File: src/rtl/maquina_scheduler.sv
// Round-robin arbiter that shares one maquina_maluca machine between N_REQ order panels.
// Issues a one-cycle start, then follows the machine state to detect acceptance and completion.
module maquina_scheduler #(
    parameter int unsigned N_REQ         = 4,
    parameter logic [3:0]  IDLE_CODE     = 4'd0,
    parameter int unsigned START_TIMEOUT = 8,
    parameter int unsigned RUN_TIMEOUT   = 255
) (
    input  logic             clk,
    input  logic             reset,
    input  logic [N_REQ-1:0] req,
    input  logic [3:0]       mach_state,
    output logic             mach_start,
    output logic [N_REQ-1:0] grant,
    output logic [N_REQ-1:0] done,
    output logic [N_REQ-1:0] pending,
    output logic             err,
    output logic             fault,
    output logic             busy,
    output logic [2:0]       sched_state
);

    localparam int unsigned MaxTo = (START_TIMEOUT > RUN_TIMEOUT) ? START_TIMEOUT : RUN_TIMEOUT;
    localparam int unsigned CntW  = $clog2(MaxTo + 1);
    localparam int unsigned IdxW  = $clog2(N_REQ);

    typedef enum logic [2:0] {
        StIdle     = 3'd0,
        StStart    = 3'd1,
        StWaitBusy = 3'd2,
        StWaitDone = 3'd3,
        StFault    = 3'd4
    } state_e;

    state_e           state_q, state_d;
    logic [IdxW-1:0]  ptr_q, ptr_d;
    logic [IdxW-1:0]  win_q, win_d;
    logic [CntW-1:0]  cnt_q, cnt_d;
    logic [N_REQ-1:0] grant_q, grant_d;
    logic [N_REQ-1:0] done_q, done_d;
    logic [N_REQ-1:0] pending_q, pending_d;
    logic             err_q, err_d;
    logic             fault_q, fault_d;
    logic             busy_q, busy_d;
    logic             mach_start_q, mach_start_d;

    logic             win_found;
    logic [IdxW-1:0]  win_idx;
    logic [IdxW-1:0]  cand;
    logic [N_REQ-1:0] clr;
    logic [CntW-1:0]  cnt_inc;

    // Scan from lowest to highest priority so the last hit (pointer+1 side) wins.
    always_comb begin
        win_found = 1'b0;
        win_idx   = '0;
        cand      = '0;
        for (int k = 0; k < int'(N_REQ); k++) begin
            cand = IdxW'((32'(ptr_q) + N_REQ - 32'(k)) % N_REQ);
            if (pending_q[cand]) begin
                win_found = 1'b1;
                win_idx   = cand;
            end
        end
    end

    assign cnt_inc = (cnt_q == {CntW{1'b1}}) ? cnt_q : cnt_q + CntW'(1);

    always_comb begin
        state_d = state_q;
        ptr_d   = ptr_q;
        win_d   = win_q;
        cnt_d   = cnt_q;
        grant_d = grant_q;
        fault_d = fault_q;
        done_d  = '0;
        err_d   = 1'b0;
        clr     = '0;

        case (state_q)
            StIdle: begin
                if (win_found) begin
                    win_d          = win_idx;
                    grant_d        = '0;
                    grant_d[win_idx] = 1'b1;
                    state_d        = StStart;
                end
            end
            StStart: begin
                clr[win_q] = 1'b1;
                ptr_d      = win_q;
                cnt_d      = '0;
                state_d    = StWaitBusy;
            end
            StWaitBusy: begin
                if (mach_state != IDLE_CODE) begin
                    cnt_d   = '0;
                    state_d = StWaitDone;
                end else begin
                    cnt_d = cnt_inc;
                    if (cnt_inc == CntW'(START_TIMEOUT)) begin
                        err_d   = 1'b1;
                        grant_d = '0;
                        state_d = StIdle;
                    end
                end
            end
            StWaitDone: begin
                if (mach_state == IDLE_CODE) begin
                    done_d[win_q] = 1'b1;
                    grant_d       = '0;
                    state_d       = StIdle;
                end else begin
                    cnt_d = cnt_inc;
                    if (cnt_inc == CntW'(RUN_TIMEOUT)) begin
                        fault_d = 1'b1;
                        grant_d = '0;
                        state_d = StFault;
                    end
                end
            end
            StFault: begin
                state_d = StFault;
            end
            default: begin
                state_d = StIdle;
            end
        endcase

        // A request on the same edge as the clear re-queues the panel.
        pending_d    = (pending_q & ~clr) | req;
        mach_start_d = (state_d == StStart);
        busy_d       = (state_d != StIdle);
    end

    always_ff @(posedge clk or negedge reset) begin
        if (!reset) begin
            state_q      <= StIdle;
            ptr_q        <= IdxW'(N_REQ - 1);
            win_q        <= '0;
            cnt_q        <= '0;
            grant_q      <= '0;
            done_q       <= '0;
            pending_q    <= '0;
            err_q        <= 1'b0;
            fault_q      <= 1'b0;
            busy_q       <= 1'b0;
            mach_start_q <= 1'b0;
        end else begin
            state_q      <= state_d;
            ptr_q        <= ptr_d;
            win_q        <= win_d;
            cnt_q        <= cnt_d;
            grant_q      <= grant_d;
            done_q       <= done_d;
            pending_q    <= pending_d;
            err_q        <= err_d;
            fault_q      <= fault_d;
            busy_q       <= busy_d;
            mach_start_q <= mach_start_d;
        end
    end

    assign mach_start  = mach_start_q;
    assign grant       = grant_q;
    assign done        = done_q;
    assign pending     = pending_q;
    assign err         = err_q;
    assign fault       = fault_q;
    assign busy        = busy_q;
    assign sched_state = state_q;

endmodule

File: config.mk
export PLATFORM = sky130hd
export DESIGN_NAME = maquina_scheduler
export DESIGN_NICKNAME = d
export VERILOG_FILES = /design/src/rtl/maquina_scheduler.sv
export SDC_FILE = /design/constraint.sdc
export NUM_CORES = 1
export LEC_CHECK = 0
export CORE_MARGIN = 2
export CORE_UTILIZATION = 53
export CTS_CLUSTER_DIAMETER = 80
export CTS_CLUSTER_SIZE = 8
export DETAILED_ROUTE_END_ITERATION = 8
export PLACE_DENSITY = 0.9
export SLEW_MARGIN = 5
export SYNTH_ARGS = -nofsm -noshare
export SYNTH_HDL_FRONTEND = slang
export SYNTH_SLANG_ARGS = --single-unit
File: constraint.sdc
create_clock -name clk -period 2.8 [get_ports clk]
set_input_delay 0.56 -clock clk [delete_from_list [all_inputs] [get_ports clk]]
set_output_delay 0.56 -clock clk [all_outputs]
set_load 0.01 [all_outputs]
Word-level counts from Yosys, hierarchy flattened

Cells that the tools add are included.

Register bits after elaboration: 31
Bits of input ports: 10
Output and inout bits: 19
Logic and storage cells: 95

Add/sub/neg operators: 5
Order comparisons: 8
Equal/unequal tests: 13
Muxes and demuxes: 42
Bitwise logic cells: 4
Reduce and logical (&&, ||, !) cells: 12

Operators by type and width:

| operator                                                    | count |
|---|---|
| 2-to-1 mux 4 bit                                            | 8 |
| 2-to-1 mux 8 bit                                            | 3 |
| one-hot mux 8 bit (3 select lines)                          | 1 |
| less-than comparator 2 x 3 -> 1 bit (second input constant) | 6 |
| equality test 8 bit (second input constant)                 | 2 |
| 2-to-1 mux 3 bit                                            | 5 |
| one-hot mux 3 bit (5 select lines)                          | 1 |
| 2-to-1 mux 1 bit                                            | 13 |
| one-hot mux 4 bit (3 select lines)                          | 1 |
| nonzero test 3 bit                                          | 3 |
| adder 8 x 1 -> 8 bit (second input constant)                | 1 |
| binary-select mux 1 bit (select 2 bit)                      | 4 |
| equality test 8 x 4 -> 1 bit (second input constant)        | 1 |
| 2-to-1 mux 2 bit                                            | 4 |
| != test 2 bit (second input constant)                       | 4 |
| equality test 3 x 1 -> 1 bit (second input constant)        | 2 |
| equality test 3 x 2 -> 1 bit (second input constant)        | 2 |
| AND reduction 5 bit                                         | 1 |
| AND 4 bit                                                   | 1 |
| demux 1 bit (select 2 bit)                                  | 2 |
| >= comparator 2 x 1 -> 1 bit (second input constant)        | 2 |
| logical NOT 4 bit                                           | 1 |
| inverter 4 bit                                              | 1 |
| bitwise OR 4 bit                                            | 1 |
| 11 further kinds                                            | 14 |

Longest topological paths before layout

Depth in word-level cells: 13
Depth in mapped cells: 7
Gate-level depth less buffers: 6

Least setup slack after synthesis

No wires, ideal clock.

Path type: register to register
Start: register cnt_q[0]
End: register grant_q[3] (netlist: grant[3])
Setup time: 0.152 ns
Arrival: 1.876 ns
Data required time: 2.648 ns
Slack: 0.772 ns
Stages on the path, launching flop included: 8
Buffers on the path: 1
Clock period less this slack: 2.028 ns
Path through: dfrtp_1 -> ha_1 -> buf_2 -> or3b_1 -> a21oi_2 -> o221ai_2 -> a221oi_4 -> o221ai_1

Longest elaborated chain between the ends: 5
Elaborated cells between the ends (all ways): 8
Those cells by class: add/sub (1); eq/ne (5); mux (1); reduce/logical (1)

Ends and longest elaborated chain:

| item                                                                | line     | text |
|---|---|---|
| from (decl)                                                         | 38       | `logic [CntW-1:0] cnt_q, cnt_d;` |
| from (signal assigned)                                              | 153      | `cnt_q <= cnt_d;` |
| adder 8 x 1 -> 8 bit or equality test 8 bit (tied branches)         | 67       | `assign cnt_inc = (cnt_q == {CntW{1'b1}}) ? cnt_q : cnt_q + CntW'(1);` |
| 2-to-1 mux 8 bit *                                                  | 67       |  |
| equality test 8 bit or equality test 8 x 4 -> 1 bit (tied branches) | 115, 101 |  |
| != test 3 bit (no line) or != test 2 bit (tied branches)            | -        |  |
| AND reduction 5 bit (no line) *                                     | -        |  |
| to (signal assigned)                                                | 154      | `grant_q <= grant_d;` |
| to (decl)                                                           | 39       | `logic [N_REQ-1:0] grant_q, grant_d;` |

Mark *: on every way between the ends. The rest lies on a longest branch, timed or not.
A chain may end at the register's enable or synchronous reset.

Worst setup path in the final report

Start: register cnt_q[1]
End: register grant_q[3] (netlist: grant[3])

Same word-level chain as after synthesis.

==> results by group <==
CTS
  – Latest clock arrival within the worst-skew pair: 0.34 ns
  – TritonCTS clock tree: done
  – CTS H-tree lvls: 2
  – Clock edge transition at the registers on the reported setup and hold paths: around 0.1 ns
  – Clock Path Buffers: 2
  – Post-CTS setup buffer count: 0
  – Root buffer cell: clkbuf_4
  – CTS Sinks: 31
  – Post-cts gate resize count: 0
  – Post-CTS Hold Buffers: 0
  – Total CTS buffers: 5

Timing
  – Min cycle time layout: between 2 and 2.5 ns
  – Final Max Tran Viols: 0
  – Setup TNS: 0 ns
  – Final count of hold timing violations: 0
  – PnR worst setup slack: about 0.46 ns
  – Setup Viol. Count Final: 0
  – Part of the cycle the worst path needs: 83.7%
  – Slew headroom: 60.9%
  – Clk_skew: between 0.007 and 0.008 ns
  – RSZ-0062 raised after global routing: false
  – Fmax: roughly 430 MHz
  – Worst slew pin tran: roughly 0.6 ns

Placed design
  – Post-DP Area: 2040 sq um
  – GPL Wtd Cong: roughly 0.96
  – IO Port Bufs: 28
  – Placement Setup Slack: about 0.43 ns
  – HPWL after DPL: ~2.6 mm

Yosys
  – Sequential area share after synthesis: 44.7%
  – Ys async rst share: between 90% and 100%
  – Cells after synthesis: 184
  – Predominant post-synthesis flop cell: dfrtp_1
  – Post-synth cell types: 50
  – Syn Std Cell Area: around 1700 sq um
  – Syn. warnings: 0
  – Post-synth EDFFs: 0
  – Syn Nets: 195
  – Post-Syn Area per Cell: between 9 and 10 sq um
  – Yosys reg bits: 31

Cells and area
  – Cell area after layout: between 2000 and 2500 sq um
  – Fillers: ~250
  – Area occupied by multi-input gates: just under 900 sq um
  – Fin nets: about 220
  – Inserted Diodes: 0
  – Sequential standard cell area: approximately 800 sq um
  – Share of cells above drive strength 1: between 10% and 20%
  – Layout area overhead: 22.0%
  – Finished Core Util: just under 70%

Routing
  – Final WL: between 3 and 4 mm
  – Initial DRC count: ~120
  – Wirelength per Cell: 14.9 microns
  – Vias per inst: roughly 6
  – Drt pass-1 iters: 6
  – Routed via count: 1535
  – Drt drc: 0
  – ANT nets after route: 0

Worst setup path
  – Worst setup EP type: register
  – Worst EP arrival: approximately 2.5 ns
  – Setup crit start kind: register
  – CP Data Required Time: 2.99 ns
  – CP Class: reg -> reg
  – Worst-path maximum fanout: 9

Floorplanning
  – Cell Rows: 20
  – Chip Height: between 60 and 70 microns
  – Initial Util: a little under three fifths
  – IO Pins: 29
  – Die Area: between 3000 and 4000 sq um
  – Die width: between 60 and 70 microns
  – Core area: between 3000 and 4000 sq um

Global route
  – Initial antenna violation count: 0
  – Largest net degree at the start of global routing: 32
  – Gr ovfl total: 0
  – Gr usage total: approximately a quarter
  – First-pass GRT wire length: 6.37 mm
  – Vias in the first global route: 1420

Min path
  – Worst Hold Class: reg -> reg

Power and ir drop
  – VDD IR max: roughly 0.48 mV
  – Pwr dens: about 730 nW/um^2
  – P_leak: between 0.8 and 0.9 nW
  – Total power: 1.56 mW

Status
  – Status: complete, no violations

Flow run
  – Max-cap violations: 0
-- flip-flops by register name, indices dropped and copies added (netlist names) --
register and count:
cnt_q 8, done 4, grant 4, pending 4, sched_state 3, ptr_q 2, win_q 2, busy 1
err 1, fault 1, mach_start 1
-- cell type report --
class | count | area share (%)
multi-input cells | 132 | 41.1
repair buffers | 30 | 13.9
clock buffers | 6 | 2.41
well taps | 44 | 2.59
inverters | 10 | 1.77
flip-flops and latches | 31 | 36.6
clock inverters | 2 | 1.65
-- cell usage after synthesis, types with 3 or more instances --
cell type | instances | area, sq um
a21o_1 | 6 | 45.0
a21oi_1 | 11 | 55.1
a31oi_1 | 4 | 25.0
buf_2 | 4 | 20.0
clkbuf_1 | 5 | 18.8
dfrtp_1 | 29 | 726
inv_1 | 10 | 37.5
nand2_1 | 20 | 75.1
nand2b_1 | 9 | 56.3
nand3_1 | 10 | 50.1
nand3b_1 | 3 | 22.5
nor2_1 | 14 | 52.6
nor3_1 | 5 | 25.0
nor3b_1 | 5 | 37.5
-- critical path, cell delays in order, from the launching register on --
cell      delay [ns]
dfrtp_1         0.53
ha_1            0.40
nand2_1         0.15
nor4_1          0.32
o22ai_1         0.23
a221oi_4        0.40
o221ai_1        0.16
-- layer usage --
layer,GRT usage [%],part of all wire (%),up-vias
li1,-,-,713
met5,0,0,-
met1,29.0,41,743
met3,7.77,8.3,10
met4,9.73,2.0,0
met2,38.3,49,69
-- final timing paths --
path,startpoint,endpoint,slack [ns],cells past startpoint
worst min-delay path,fault$_DFFE_PN0P_,fault$_DFFE_PN0P_,0.48,1
worst min register to register,fault$_DFFE_PN0P_,fault$_DFFE_PN0P_,0.48,1
min in group asynchronous,reset,done[2]$_DFF_PN0_,0.60,2
max in group asynchronous,reset,ptr_q[1]$_DFFE_PN1P_,1.88,2
worst max register to register,cnt_q[1]$_DFFE_PN0P_,grant[3]$_DFFE_PN0P_,0.46,6
worst max-delay path,cnt_q[1]$_DFFE_PN0P_,grant[3]$_DFFE_PN0P_,0.46,6
-- placed cells by master, fill, tap and decap left out, types with 3 or more instances in the layout --
| master | synthesis | layout |
|---|---|---|
| dfrtp_1 | 29 | 29 |
| clkdlybuf4s50_1 | 0 | 28 |
| nand2_1 | 20 | 20 |
| nor2_1 | 14 | 14 |
| a21oi_1 | 11 | 11 |
| inv_1 | 10 | 10 |
| nand3_1 | 10 | 10 |
| nand2b_1 | 9 | 9 |
| a21o_1 | 6 | 6 |
| nor3_1 | 5 | 5 |
| nor3b_1 | 5 | 5 |
| clkbuf_4 | 0 | 5 |
| a31oi_1 | 4 | 4 |
| nand3b_1 | 3 | 3 |
-- power breakdown --
part / leakage (nW) / internal (mW) / switching [mW] / total, mW
sequential: 0.371 / 0.537 / 0.153 / 0.690
combinational: 0.423 / 0.251 / 0.250 / 0.501
clock: 0.0482 / 0.211 / 0.161 / 0.372
total: 0.842 / 0.999 / 0.564 / 1.56
-- logic make-up after synthesis --
logic type | count (synthesis) | synth area share, %
buffers and inverters | 21 | 5.24
muxes | 3 | 1.94
xor gates and xnor gates | 1 | 0.503
AOI/OAI and AO/OA | 45 | 19.4
DFF | 31 | 44.7
adders and majority gates | 1 | 0.718
and+or+nand+nor | 82 | 27.6
-- stage by stage --
stage	cells	hold slack [ns]
2_1_floorplan	184	0.264
3_3_place_gp	247	0.448
3_5_place_dp	247	0.463
4_1_cts	255	0.484
5_1_grt	255	0.500
6_report	255	0.475
Note: power is estimated with default switching activity, not from simulation.
